**src/rtl/reg_dump_reader.sv**
```systemverilog
// Walks the register file through a dedicated read port and streams {addr,data} beats out, two cycles per register.
// Beats are held stable until DumpReady; DumpAbort drops any in-flight beat and returns to IDLE.
module reg_dump_reader #(
  parameter int NUM_REGS = 32,
  parameter int ADDR_W   = 5,
  parameter int DATA_W   = 32,
  parameter bit BYPASS   = 1'b1
) (
  input  logic              clk,
  input  logic              rstn,
  input  logic              DumpReq,
  input  logic              DumpAbort,
  output logic [ADDR_W-1:0] RdAddr,
  input  logic [DATA_W-1:0] RdData,
  input  logic              RegWrite,
  input  logic [ADDR_W-1:0] WriteRegAddr,
  input  logic [DATA_W-1:0] WriteRegData,
  output logic              DumpValid,
  input  logic              DumpReady,
  output logic [ADDR_W-1:0] DumpAddr,
  output logic [DATA_W-1:0] DumpData,
  output logic              DumpLast,
  output logic              Busy,
  output logic              DumpDone
);

  typedef enum logic [1:0] {IDLE, READ, SEND, DONE} state_t;

  localparam logic [ADDR_W-1:0] LAST_ADDR = ADDR_W'(NUM_REGS - 1);

  state_t state;
  logic   bypassHit;

  // r0 is hardwired to zero, so a write-back aimed at it must never be forwarded.
  assign bypassHit = BYPASS && RegWrite && (WriteRegAddr == RdAddr) && (WriteRegAddr != '0);
  assign Busy      = (state != IDLE);

  always_ff @(posedge clk) begin
    if (!rstn) begin
      state     <= IDLE;
      RdAddr    <= '0;
      DumpValid <= 1'b0;
      DumpAddr  <= '0;
      DumpData  <= '0;
      DumpLast  <= 1'b0;
      DumpDone  <= 1'b0;
    end else if (DumpAbort) begin
      state     <= IDLE;
      DumpValid <= 1'b0;
      DumpLast  <= 1'b0;
      DumpDone  <= 1'b0;
    end else begin
      DumpDone <= 1'b0;
      case (state)
        IDLE: begin
          if (DumpReq) begin
            RdAddr <= '0;
            state  <= READ;
          end
        end
        READ: begin
          DumpData  <= bypassHit ? WriteRegData : RdData;
          DumpAddr  <= RdAddr;
          DumpLast  <= (RdAddr == LAST_ADDR);
          DumpValid <= 1'b1;
          state     <= SEND;
        end
        SEND: begin
          if (DumpReady) begin
            DumpValid <= 1'b0;
            if (DumpLast) begin
              DumpDone <= 1'b1;
              state    <= DONE;
            end else begin
              RdAddr <= RdAddr + 1'b1;
              state  <= READ;
            end
          end
        end
        DONE: state <= IDLE;
        default: state <= IDLE;
      endcase
    end
  end

endmodule

```
**config.mk**
```make
export PLATFORM = sky130hd
export DESIGN_NAME = reg_dump_reader
export DESIGN_NICKNAME = d
export VERILOG_FILES = /design/src/rtl/reg_dump_reader.sv
export SDC_FILE = /design/constraint.sdc
export NUM_CORES = 1
export LEC_CHECK = 0
export BUFFER_PORTS_ARGS = -buffer_cell sky130_fd_sc_hd__buf_4
export CAP_MARGIN = 10
export CORE_MARGIN = 4
export CORE_UTILIZATION = 30
export DETAILED_ROUTE_END_ITERATION = 12
export GPL_TIMING_DRIVEN = 0
export PLACE_DENSITY = 0.61
export SETUP_SLACK_MARGIN = 0.05
export SYNTH_ARGS = -nofsm -noshare
export SYNTH_HDL_FRONTEND = slang
export SYNTH_SLANG_ARGS = --single-unit
export TNS_END_PERCENT = 50
```
**constraint.sdc**
```tcl
create_clock -name clk -period 4.42 [get_ports clk]
set_clock_uncertainty 0.05 [all_clocks]
set_input_delay 0.884 -clock clk [delete_from_list [all_inputs] [get_ports clk]]
set_output_delay 0.884 -clock clk [all_outputs]
set_load 0.01 [all_outputs]
```
==> results.txt <==
* Net Sw Power: a little under 0.2 mW
- For this run, design rule violations remaining after detail routing come to 0.
* Total Neg Setup Slack: 0 ps
- DIE AREA: about 8400 sq um
* Tot GR Track Use: 0.1448
- Final critical path time including I/O delays and setup: ~2300 ps
- Final Worst Setup Slack: about 2100 ps
* Synthesized area: 2092 sq um
- Post-CTS setup repair buffer count: 0
- Dominant combinational cell family by area after synthesis: compound AO/OA/AOI/OAI gates
* Area fraction in compound gates after synthesis: 0.3331
- Yosys Warn Count: 0
* CTS tree: yes
- The worst register-to-register path has a setup slack of approximately 2500 ps.
- Placement-stage worst setup slack: 1858 ps
* Number of endpoints with negative hold slack in the final report: 0
* Count of inserted antenna diode cells: 0
- The region available for standard cell placement spans about 6800 sq um.
- Of the cells placed in the final design, the portion with a size suffix greater than 1 is 0.4224.
- Routed vias: 2,024
* Routed WL per cell: about 15 microns
- Max Clock Freq: 431.2 MHz
- Num CTS Buffers: 5
- Synth cell types: 36
* Weighted congestion at the end of routability-driven global placement: 0.6891
- Setup violations remaining at the end of the flow were counted as 0.
* Power density over the cells: around 260 nW/um^2
- Max Transition Viols Final: 0
- Dividing the final minimum period by the clock period gives 0.5247.
- The average instance in the mapped netlist occupies between 10 and 15 sq um.
- The worst setup path is launched from a register.
* Path class of the lowest-slack min-delay path: register to register
- Total detailed-routing wirelength: roughly 6200 microns
* DP Wirelength: approximately 4700 microns
- Entering global routing, the biggest net connects 14 pins.
- Post-layout net count: between 300 and 400
* Number of instances resized during post-cts repair: 0
- The share of total power dissipated in combinational logic is 0.151.
- Max-cap violations in this run came to 0.
- The number of antenna violations at the first check in global routing is 0.
- Area taken by multi-input logic gates: 1046 sq um
- Sequential share of power: 0.538
- LEAKAGE: about 1.4 nW
- Setup repair after global routing left no endpoint under its margin.
- Height of the die: 91.51 microns
* Num rows: 30
* Effective utilization at floorplan: 0.3079
* Share of cell area taken by muxes after synthesis: 0.02871
* Wire length of the first global-routing pass: around 9900 microns
* Max_slew headroom: 0.6001
- Pin placement for this block handled approximately 120 I/O pins.
* Number of DRC markers after the initial detailed-route iteration: 38
* Die outline width: a little over 90 microns
* Pre-Repair DR Iteration Count: 4
* Finished Core Util: 0.4691
- Maximum fanout count along the critical path: 10
- The clock drives 47 sinks.
- Of the total synthesized cell area, the portion taken by AND, OR, NAND and NOR gates is 0.1094.
* Share of total power consumed by net switching: 0.2390
- Avg Vias per Cell: ~4.8
- Sequential standard cell area: 940.9 sq um
* Arrival time of data at the critical path endpoint: 1390 ps
- Fill cells in the final layout number roughly 670.
- Counting every instance in the synthesized netlist gives between 150 and 200.
- Path depth of the worst reg2reg path: 5
- Skew-Pair Late Insertion Delay: slightly below 300 ps
- The via count of the first global-routing pass was roughly 2,100.
* Status: finished clean
- Maximum root-to-sink buffer count: 2
* GRT Residual Overflow: 0
- Once placement completed, the tool counted placed cells totaling 410.
- Clock-pin slew was measured on the worst setup and hold paths at approximately 90 ps.
* Sequential-to-total area share from yosys stat: 0.4498
* Worst VDD drop: 127.4 uV
- Buffers inserted to repair hold after CTS numbered 0.
- Library cell occupying the most area in the post-synthesis netlist: sky130_fd_sc_hd__dfxtp_1
- Syn nets: around 270
* Arithmetic-cell share of the synthesized area counting full adders, half adders and majority gates: 0.01196
- The worst setup path is captured at an output pin.
- CTS placed an instance of sky130_fd_sc_hd__clkbuf_8 at the clock tree root.
- The finished layout holds 418 standard cells, fillers aside.
- Slew at the pin with the worst max-slew slack: about 600 ps
* Depth of the CTS H-tree: 2
* IO buf count: roughly 120
* Total of flip-flops plus latches after synthesis: 47
* Top cell type's share of synthesized area: 0.4498
* Syn-to-layout area delta: 52.33%
- Required time of the critical path: approximately 3500 ps
* Internal power: between 0.6 and 0.7 mW
- Largest cells by area after synthesis: sky130_fd_sc_hd__dfxtp_1, sky130_fd_sc_hd__o221a_1, sky130_fd_sc_hd__o21a_1
- Of the total synthesized cell area, the portion taken by XOR and XNOR cells is 0.01675.
* Antenna Nets Post-Route: 0
* Clk network pwr share: 0.312
* Min-Delay Path Depth: 2
- By startpoint and endpoint, the worst setup path is classified as register to output pin.
[kinds of logic after synthesis]
kind of cell	after synthesis
AOI/OAI and AO/OA	78
xor gates and xnor gates	4
adders and majority gates	2
DFF	47
and+or+nand+nor	40
muxes	6
buffers and inverters	18
[routing by layer]
metal | share of wire | vias to the layer above | track usage
met1 | 0.44 | 938 | 0.1810
met4 | 0.013 | 0 | 0.04523
met5 | 0 | - | 0
met3 | 0.085 | 9 | 0.04557
met2 | 0.46 | 78 | 0.2362
li1 | - | 999 | -
[cells in the mapped netlist]
library cell and n:
sky130_fd_sc_hd__mux2i_1 6, sky130_fd_sc_hd__and4b_1 1, sky130_fd_sc_hd__nor2_1 7, sky130_fd_sc_hd__inv_1 2, sky130_fd_sc_hd__a21boi_1 4, sky130_fd_sc_hd__nor3_1 1, sky130_fd_sc_hd__buf_4 4, sky130_fd_sc_hd__o221a_1 32
sky130_fd_sc_hd__clkbuf_1 9, sky130_fd_sc_hd__o22ai_1 1, sky130_fd_sc_hd__o21a_1 32, sky130_fd_sc_hd__nand3_1 4, sky130_fd_sc_hd__a311o_2 1, sky130_fd_sc_hd__nor4_2 1, sky130_fd_sc_hd__or2_2 1, sky130_fd_sc_hd__and2_0 1
sky130_fd_sc_hd__xor2_1 3, sky130_fd_sc_hd__o21ai_1 1, sky130_fd_sc_hd__o21ai_0 1, sky130_fd_sc_hd__nand2_1 6, sky130_fd_sc_hd__a21oi_1 3, sky130_fd_sc_hd__or2b_4 1, sky130_fd_sc_hd__xnor2_1 1, sky130_fd_sc_hd__and2_1 1
sky130_fd_sc_hd__dfxtp_1 47, sky130_fd_sc_hd__and3_1 1, sky130_fd_sc_hd__nand4_1 1, sky130_fd_sc_hd__nand2b_1 5, sky130_fd_sc_hd__nor2b_1 6, sky130_fd_sc_hd__a211oi_1 1, sky130_fd_sc_hd__ha_1 2, sky130_fd_sc_hd__o211ai_1 1
sky130_fd_sc_hd__o31a_1 1, sky130_fd_sc_hd__buf_6 3, sky130_fd_sc_hd__or2_1 1, sky130_fd_sc_hd__nand3b_1 2
[stage by stage]
stage | instance area (sq um) | hold slack, ps | total power [mW]
2_1_floorplan | 2092 | 442.9 | 0.4962
3_5_place_dp | 3105 | 464.7 | 0.5762
3_3_place_gp | 3105 | 435.5 | 0.5750
4_1_cts | 3187 | 477.1 | 0.8354
6_report | 3187 | 472.5 | 0.8199
5_1_grt | 3187 | 500.3 | 0.8576
[cells in the final DEF, fill, tap and decap left out]
cell and count:
sky130_fd_sc_hd__nor2_1 7, sky130_fd_sc_hd__o21ai_1 1, sky130_fd_sc_hd__o22ai_1 1, sky130_fd_sc_hd__a21boi_1 4, sky130_fd_sc_hd__nor4_2 1, sky130_fd_sc_hd__o21ai_0 1, sky130_fd_sc_hd__clkbuf_8 5, sky130_fd_sc_hd__nor2b_1 6
sky130_fd_sc_hd__mux2i_1 6, sky130_fd_sc_hd__a21oi_1 3, sky130_fd_sc_hd__o211ai_1 1, sky130_fd_sc_hd__o221a_1 32, sky130_fd_sc_hd__inv_1 2, sky130_fd_sc_hd__nor3_1 1, sky130_fd_sc_hd__and3_1 1, sky130_fd_sc_hd__clkinv_2 1
sky130_fd_sc_hd__nand3b_1 2, sky130_fd_sc_hd__or2_2 1, sky130_fd_sc_hd__xnor2_1 1, sky130_fd_sc_hd__and4b_1 1, sky130_fd_sc_hd__a211oi_1 1, sky130_fd_sc_hd__or2b_4 1, sky130_fd_sc_hd__buf_4 123, sky130_fd_sc_hd__clkbuf_1 11
sky130_fd_sc_hd__nand2_1 6, sky130_fd_sc_hd__or2_1 1, sky130_fd_sc_hd__o31a_1 1, sky130_fd_sc_hd__and2_1 1, sky130_fd_sc_hd__a311o_2 1, sky130_fd_sc_hd__nand2b_1 5, sky130_fd_sc_hd__nand3_1 4, sky130_fd_sc_hd__buf_6 3
sky130_fd_sc_hd__o21a_1 32, sky130_fd_sc_hd__ha_1 2, sky130_fd_sc_hd__nand4_1 1, sky130_fd_sc_hd__and2_0 1, sky130_fd_sc_hd__dfxtp_1 47, sky130_fd_sc_hd__xor2_1 3
[worst paths after layout]
check / startpoint / to
setup / recovery: state[1]$_SDFFE_PP0P_ / Busy
hold / removal: DumpLast$_SDFFE_PP0P_ / DumpDone$_SDFF_PP0_
setup reg to reg: RdAddr[2]$_SDFFE_PN0P_ / DumpData[21]$_SDFFE_PN0P_
hold reg to reg: DumpLast$_SDFFE_PP0P_ / DumpDone$_SDFF_PP0_
[power groups by stage]
stage | clock [mW] | sequential (mW) | combinational (mW)
2_1_floorplan | 0 | 0.455 | 0.0408
3_3_place_gp | 0 | 0.451 | 0.124
3_5_place_dp | 0 | 0.451 | 0.125
4_1_cts | 0.269 | 0.441 | 0.125
5_1_grt | 0.281 | 0.442 | 0.134
6_report | 0.256 | 0.441 | 0.123
[flip-flops by register name, indices dropped and copies added, names as in the netlist]
register,cells
DumpData,32
DumpAddr,5
state,2
DumpValid,1
DumpDone,1
RdAddr,5
DumpLast,1
[layout make-up]
type,count,area share
flip-flops and latches,47,0.2952
plain buffers,16,0.03062
well taps,96,0.03769
clock buffers,7,0.02395
repair buffers,119,0.2803
multi-input cells,130,0.3282
clock inverters,1,0.001570
inverters,2,0.002356
[critical path, stage by stage (launching register included)]
cell,delay (ps)
sky130_fd_sc_hd__dfxtp_1,360
sky130_fd_sc_hd__clkbuf_1,250
sky130_fd_sc_hd__or2_2,350
sky130_fd_sc_hd__buf_4,140
Power figures use the tool's default switching activity.
